`config.mk`:
```
export PLATFORM = sky130hd
export DESIGN_NAME = sync_down_counter
export DESIGN_NICKNAME = d
export VERILOG_FILES = /design/src/rtl/sync_down_counter.sv
export SDC_FILE = /design/constraint.sdc
export NUM_CORES = 1
export LEC_CHECK = 0
export ABC_AREA = 1
export ABC_CLOCK_PERIOD_IN_PS = 1500
export BUFFER_PORTS_ARGS = -buffer_cell sky130_fd_sc_hd__buf_2
export CORE_AREA = 2 2 39 41
export DETAILED_ROUTE_END_ITERATION = 12
export DIE_AREA = 0 0 41 43
export GPL_ROUTABILITY_DRIVEN = 0
export GPL_TIMING_DRIVEN = 0
export PLACE_DENSITY = 0.51
export SETUP_SLACK_MARGIN = 0.3
export SLEW_MARGIN = 20
export SYNTH_ARGS = -nofsm -noshare
export SYNTH_HDL_FRONTEND = slang
export SYNTH_SLANG_ARGS = --single-unit
```
`constraint.sdc`:
```
create_clock -name clk -period 1.5 [get_ports clk]
set_input_delay 0.225 -clock clk [delete_from_list [all_inputs] [get_ports clk]]
set_output_delay 0.225 -clock clk [all_outputs]
set_load 0.1 [all_outputs]
```
`src/rtl/sync_down_counter.sv`:
```
// sync_down_counter: 3-bit synchronous down counter with parallel load,
// free-running / one-shot modes, a terminal-count pulse and a RUN/DONE FSM.
// clr is an asynchronous, active-high reset that forces the count to INIT.
module sync_down_counter #(
   parameter logic [2:0] INIT = 3'b111
) (
   input  logic       clk,
   input  logic       clr,
   input  logic       en,
   input  logic       load,
   input  logic [2:0] din,
   input  logic       mode,
   output logic       Qa,
   output logic       Qb,
   output logic       Qc,
   output logic       tc,
   output logic       busy
);

   typedef enum logic {
      RUN  = 1'b0,
      DONE = 1'b1
   } state_t;

   state_t     state_q;
   state_t     state_d;
   logic [2:0] count_q;
   logic [2:0] count_d;
   logic       tc_q;
   logic       tc_d;

   // State, count and terminal-count registers; clr forces the reset image at once.
   always_ff @(posedge clk or posedge clr) begin
      if (clr) begin
         state_q <= RUN;
         count_q <= INIT;
         tc_q    <= 1'b0;
      end else begin
         state_q <= state_d;
         count_q <= count_d;
         tc_q    <= tc_d;
      end
   end

   // Next-state logic: load beats enable beats hold; DONE only leaves via load.
   always_comb begin
      state_d = state_q;
      count_d = count_q;
      tc_d    = 1'b0;
      if (load) begin
         // A load never raises tc, even when the loaded value is zero.
         count_d = din;
         if (mode && (din == 3'b000)) begin
            state_d = DONE;
         end else begin
            state_d = RUN;
         end
      end else if (en) begin
         case (state_q)
            RUN: begin
               if (mode && (count_q == 3'b000)) begin
                  // One-shot already sitting at zero (mode changed late): stop, no wrap.
                  state_d = DONE;
                  count_d = count_q;
               end else begin
                  // Decrement wraps 000 -> 111 naturally in free-running mode.
                  count_d = count_q - 3'b001;
                  tc_d    = (count_q == 3'b001);
                  if (mode && (count_q == 3'b001)) begin
                     state_d = DONE;
                  end else begin
                     state_d = RUN;
                  end
               end
            end
            DONE: begin
               state_d = DONE;
               count_d = count_q;
            end
            default: begin
               state_d = RUN;
               count_d = INIT;
            end
         endcase
      end else begin
         state_d = state_q;
         count_d = count_q;
      end
   end

   // Output decode straight from flops, so no input reaches an output combinationally.
   always_comb begin
      Qa   = count_q[0];
      Qb   = count_q[1];
      Qc   = count_q[2];
      tc   = tc_q;
      busy = (state_q == RUN);
   end

endmodule

```
# ---- After elaboration in Yosys (flattened, before gate mapping)
# Cells that the tools add are included.
dict set report word_totals {
  mem_bits_rw 0
  latchBits 0
  mem_count 0
  inputBits 8
  rom_bits 0
  regBits 5
  out_inout_bits 5
}
dict set report classes {
  muxes 14
  n_div 0
  n_lt_le_gt_ge 0
  bitwise_logic 1
  n_reduce_logical 7
  multipliers 0
  n_addsub 1
  n_eq_ne 3
  n_shift 0
}
# operator n
set ops {}
lappend ops {{two-way mux 3 bit} 4}
lappend ops {{two-way mux 1 bit} 9}
lappend ops {{logical NOT 3 bit} 2}
lappend ops {{== test 3 x 1 -> 1 bit, second input constant} 1}
lappend ops {{logical AND 1 bit} 3}
lappend ops {{!= test 3 bit, second input constant} 1}
lappend ops {{AND reduction 3 bit} 1}
lappend ops {{subtractor 3 x 1 -> 3 bit, second input constant} 1}
lappend ops {{!= test 2 bit, second input constant} 1}
lappend ops {{one-hot mux 1 bit (2 select lines)} 1}
lappend ops {{nonzero test 2 bit} 1}
lappend ops {{inverter 1 bit} 1}

# ---- Depth between registers and ports, before layout
dict set report logic_depth {
  ltp_word 7
  depth_mapped 8
  ltp_nobuf 8
}

# ---- Worst setup path after synthesis
# OpenSTA, ideal clock, no wires.
dict set report synth_timing {
  path_kind {reg2reg}
  startpoint {register count_q[0]}
  endpoint {register count_q[0]}
  arrival_time_ns 1.604
  required_time_ns 1.438
  synth_period_minus_slack_ns 1.666
  setup_slack_ns -0.166
  stages_incl_launch_ff 8
  path_cell_list {dfstp_2 -> inv_1 -> ha_1 -> nand3_2 -> nand3_2 -> nand2_1 -> nand2_1 -> nand2_1}
}
dict set report synth_via {
  elab_chain_cells 5
  elab_cells_between_ends 9
  cone_classes {add/sub (1); eq/ne (1); mux (4); reduce/logical (3)}
}
# item line_no
set synth_rtl {}
lappend synth_rtl {{start, declared} 27} ;# logic [2:0] count_q;
lappend synth_rtl {{start signal, assigned} 40} ;# count_q <= count_d;
lappend synth_rtl {{subtractor 3 x 1 -> 3 bit} 67} ;# count_d = count_q - 3'b001;
lappend synth_rtl {{two-way mux 3 bit} 61} ;# if (mode && (count_q == 3'b000)) begin
lappend synth_rtl {{two-way mux 3 bit} 59} ;# case (state_q)
lappend synth_rtl {{two-way mux 3 bit} 58} ;# end else if (en) begin
lappend synth_rtl {{two-way mux 3 bit} 50} ;# if (load) begin
# Several ways; a longest one is shown, not always the timed one. The select of a mux whose other input is x is not followed.
# A chain may end at the register's enable or synchronous reset.

# ---- Worst setup path in the final report
dict set report layout_timing {
  startpoint {register count_q[0]}
  endpoint {register state_q}
}
dict set report layout_via {
  elab_chain_cells 7
  elab_cells_between_ends 9
  cone_classes {eq/ne (1); mux (5); reduce/logical (3)}
}
# item line_no
set layout_rtl {}
lappend layout_rtl {{== test 3 x 1 -> 1 bit} 69} ;# if (mode && (count_q == 3'b001)) begin
lappend layout_rtl {{logical AND 1 bit} 69}
lappend layout_rtl {{two-way mux 1 bit} 69}
lappend layout_rtl {{two-way mux 1 bit *} 61}
lappend layout_rtl {{one-hot mux 1 bit (2 select lines) *} 59}
lappend layout_rtl {{two-way mux 1 bit *} 58}
lappend layout_rtl {{two-way mux 1 bit *} 50}
lappend layout_rtl {{end signal, assigned} 39} ;# state_q <= state_d;
lappend layout_rtl {{end, declared} 25} ;# state_t state_q;
# Every way passes the cells marked *; elsewhere a longest branch is shown, timed or not. The select of a mux whose other input is x is not followed.

==> results.yml <==
outcome:
  outcome: "finished clean"
global_routing:
  grt_max_degree: 10
  global_route_wire_length_before_repair_mm: 1.39
  gr-usage-all-layers_pct: 12.3
  grt.overflow.total: 0
  vias_in_the_first_global_route: 337
  antenna_found_initial: 0
die:
  die_width_um: 41
  initial_core_util_pct: 26.6
  i_o_pins: 13
  placement_rows: 14
  fp.dieArea_sq_um: 1760
  die-height_um: 43
  floorplan.core_area_sq_um: 1380
synth:
  synth-simple-area-share_pct: 42.9
  mux_cell_area_share_after_synthesis_pct: 0
  dominant_combinational_cell_family_by_area_after_synthesis: "simple AND/OR/NAND/NOR gates"
  postSynthCellCount: 52
  yosys-top-cells-area: "sky130_fd_sc_hd__dfstp_2 (21%), sky130_fd_sc_hd__nand2_1 (21%), sky130_fd_sc_hd__dfrtp_1 (14%), sky130_fd_sc_hd__ha_1 (10%), sky130_fd_sc_hd__nand3_2 (8.2%)"
  postSynthRegisterBits: 5
  synth-xor-area-share_pct: 0
  yosysWarnings: 0
  synth_compound_gate_area_share_pct: 2.72
  synth_fa_ha_area_share_pct: 10.2
  synth.cell_area_sq_um: 368
  yosysSeqAreaShare_pct: 35.0
  post-synth-top-area-fraction_pct: 21.4
  synth_cell_type_count: 13
  post_synth.cell_area_avg_sq_um: 7.07
  mappedNetlistNets: 63
  yosys.area.top_type: "sky130_fd_sc_hd__dfstp_2"
setup_path:
  endpoint_kind_of_the_worst_setup_timing_path: "flip-flop"
  path_class: "flip-flop to flip-flop"
  worstSetupStartpointType: "flip-flop"
  worstPathRequired_ps: 1630
  worst_ep_arrival_time_ps: 1430
  cp_max_fo: 4
detailed_routing:
  drc: 0
  via_count: 364
  detail-route-antenna-nets: 0
  post_drt_via_cell_ratio: 4.14
  number_of_drc_markers_after_the_initial_detailed_route_iteration: 2
  routed_wl_um: 848
  drt-wirelength-per-cell_um: 9.64
  drt_first_pass_iters: 2
cells_and_area:
  layout.cells.most_common_list: "sky130_fd_sc_hd__nand2_1 (19), sky130_fd_sc_hd__buf_2 (7), sky130_fd_sc_hd__inv_1 (5), sky130_fd_sc_hd__nand3_1 (5), sky130_fd_sc_hd__buf_4 (4)"
  filler_cell_count: 149
  antenna_cells: 0
  nNetsFinal: 84
  synthToLayoutAreaGrowth_pct: 71.8
  layout.area.seq_sq_um: 140
  layout-drive-gt1-share_pct: 48.6
  multi_input_area_sq_um: 253
  post-route-cell-area_sq_um: 632
  final_common_cell: "sky130_fd_sc_hd__nand2_1"
min_path:
  timing.hold.worst.class: "input pin to flip-flop"
clock_tree:
  clk-insertion-delay-late_ps: 240
  tritoncts: "yes"
  clock-sinks: 5
  clkTransAtPathRegs_ps: 40
  cts-root-buf: "sky130_fd_sc_hd__clkbuf_4"
  htreeDepth: 1
  cts_made_buffers: 3
  cts-root-to-sink-buffers: 2
timing:
  period_needed_ps: 1300
  final.setup.tns_ps: 0
  max_slew_margin_pct: 81.7
  fmax_mhz: 767
  setup_violations: 0
  hold_viol_final: 0
  rsz_0062_raised_after_global_routing: "yes"
  timing.clock.skew_ps: 1.27
  tightest_slew_ps: 277
  report.final.slew_viol_count: 0
  final_worst_path_period_share_pct: 86.9
run:
  max_cap_violations: 0
place:
  number_of_port_buffers: 12
  dp_hpwl_um: 664
  detailed_place.area_sq_um: 485
power:
  irDropWorstVdd_mv: 0.658
  cellPowerDensity_nw_per_um2: 1330
  post-layout-total-power_mw: 0.838
  leakage_nw: 0.313
[path summary, 6_finish.rpt]
kind                            startpoint          to  slack (ps)  cells after the start
worst max-delay path            count_q[0]     state_q         200                      8
worst min-delay path                    en     state_q         290                      4
worst max register to register  count_q[0]     state_q         200                      8
worst min register to register     state_q     state_q         530                      2
max in group asynchronous              clr  count_q[1]         820                      3
min in group asynchronous              clr          tc         430                      3
[sequential cells by signal (all words and copies together) (netlist names)]
signal,cells
count_q,3
state_q,1
tc,1
[synthesized netlist by cell type]
cell,number
sky130_fd_sc_hd__nand2_1,21
sky130_fd_sc_hd__inv_1,8
sky130_fd_sc_hd__nand3_1,5
sky130_fd_sc_hd__dfstp_2,3
sky130_fd_sc_hd__ha_1,3
sky130_fd_sc_hd__nand3_2,3
sky130_fd_sc_hd__dfrtp_1,2
sky130_fd_sc_hd__nor2_1,2
sky130_fd_sc_hd__a21oi_1,1
sky130_fd_sc_hd__inv_2,1
sky130_fd_sc_hd__nor2_4,1
sky130_fd_sc_hd__nor3_1,1
sky130_fd_sc_hd__o21ai_0,1
[kinds of logic after synthesis]
logic type / after synthesis
AND/OR/NAND/NOR: 33
buffers and inverters: 9
flip-flops: 5
adder cells (fa/ha/maj): 3
AO/OA/AOI/OAI: 2
[worst max-delay path, cell delays in order (launching register included)]
cell                      delay, ps
sky130_fd_sc_hd__dfstp_4        650
sky130_fd_sc_hd__inv_4           50
sky130_fd_sc_hd__ha_4           150
sky130_fd_sc_hd__nand3_4         90
sky130_fd_sc_hd__nand2_2         60
sky130_fd_sc_hd__inv_1           50
sky130_fd_sc_hd__nand2_1         40
sky130_fd_sc_hd__nand2_1         50
sky130_fd_sc_hd__nand2_1         40
[metrics by stage]
stage | cells | setup slack, ps | hold WS [ps] | utilization (%)
after floorplan | 52 | 61.0 | 1.33 | -
after global placement | 80 | 207 | 124 | 35.1
after detailed placement | 80 | 208 | 132 | 35.1
after CTS | 87 | 191 | 257 | 42.7
after global routing | 88 | 138 | 291 | 45.7
final | 88 | 196 | 290 | 45.7
[routing by layer]
layer	vias up	global-route usage (%)	wire, um
li1	200	-	-
met1	156	15.2	377
met2	8	17.8	425
met3	0	7.85	45
met4	0	2.00	0
met5	-	0	0
[repair_timing]
item / in CTS / in global routing
endpoints found under the setup margin: 10 / 9
endpoints found under the hold margin: 2 / 0
resized for setup: 15 / 7
hold buffers: 1 / 0
pin swaps: 0 / 0
setup buffers: 2 / 1
[where the power goes]
| group | leakage, nW | switching [mW] | internal [mW] |
|---|---|---|---|
| Sequential | 0.0599 | 0.0379 | 0.185 |
| Combinational | 0.238 | 0.292 | 0.171 |
| Clock | 0.0150 | 0.0519 | 0.100 |
[layout make-up]
| class | instances | share of cell area, % |
|---|---|---|
| sequential | 5 | 22.2 |
| clock buffer | 4 | 4.16 |
| tap | 16 | 3.17 |
| inverter | 9 | 6.73 |
| timing repair buffer | 16 | 23.8 |
| multi-input combinational | 38 | 40.0 |
Power figures use the tool's default switching activity.
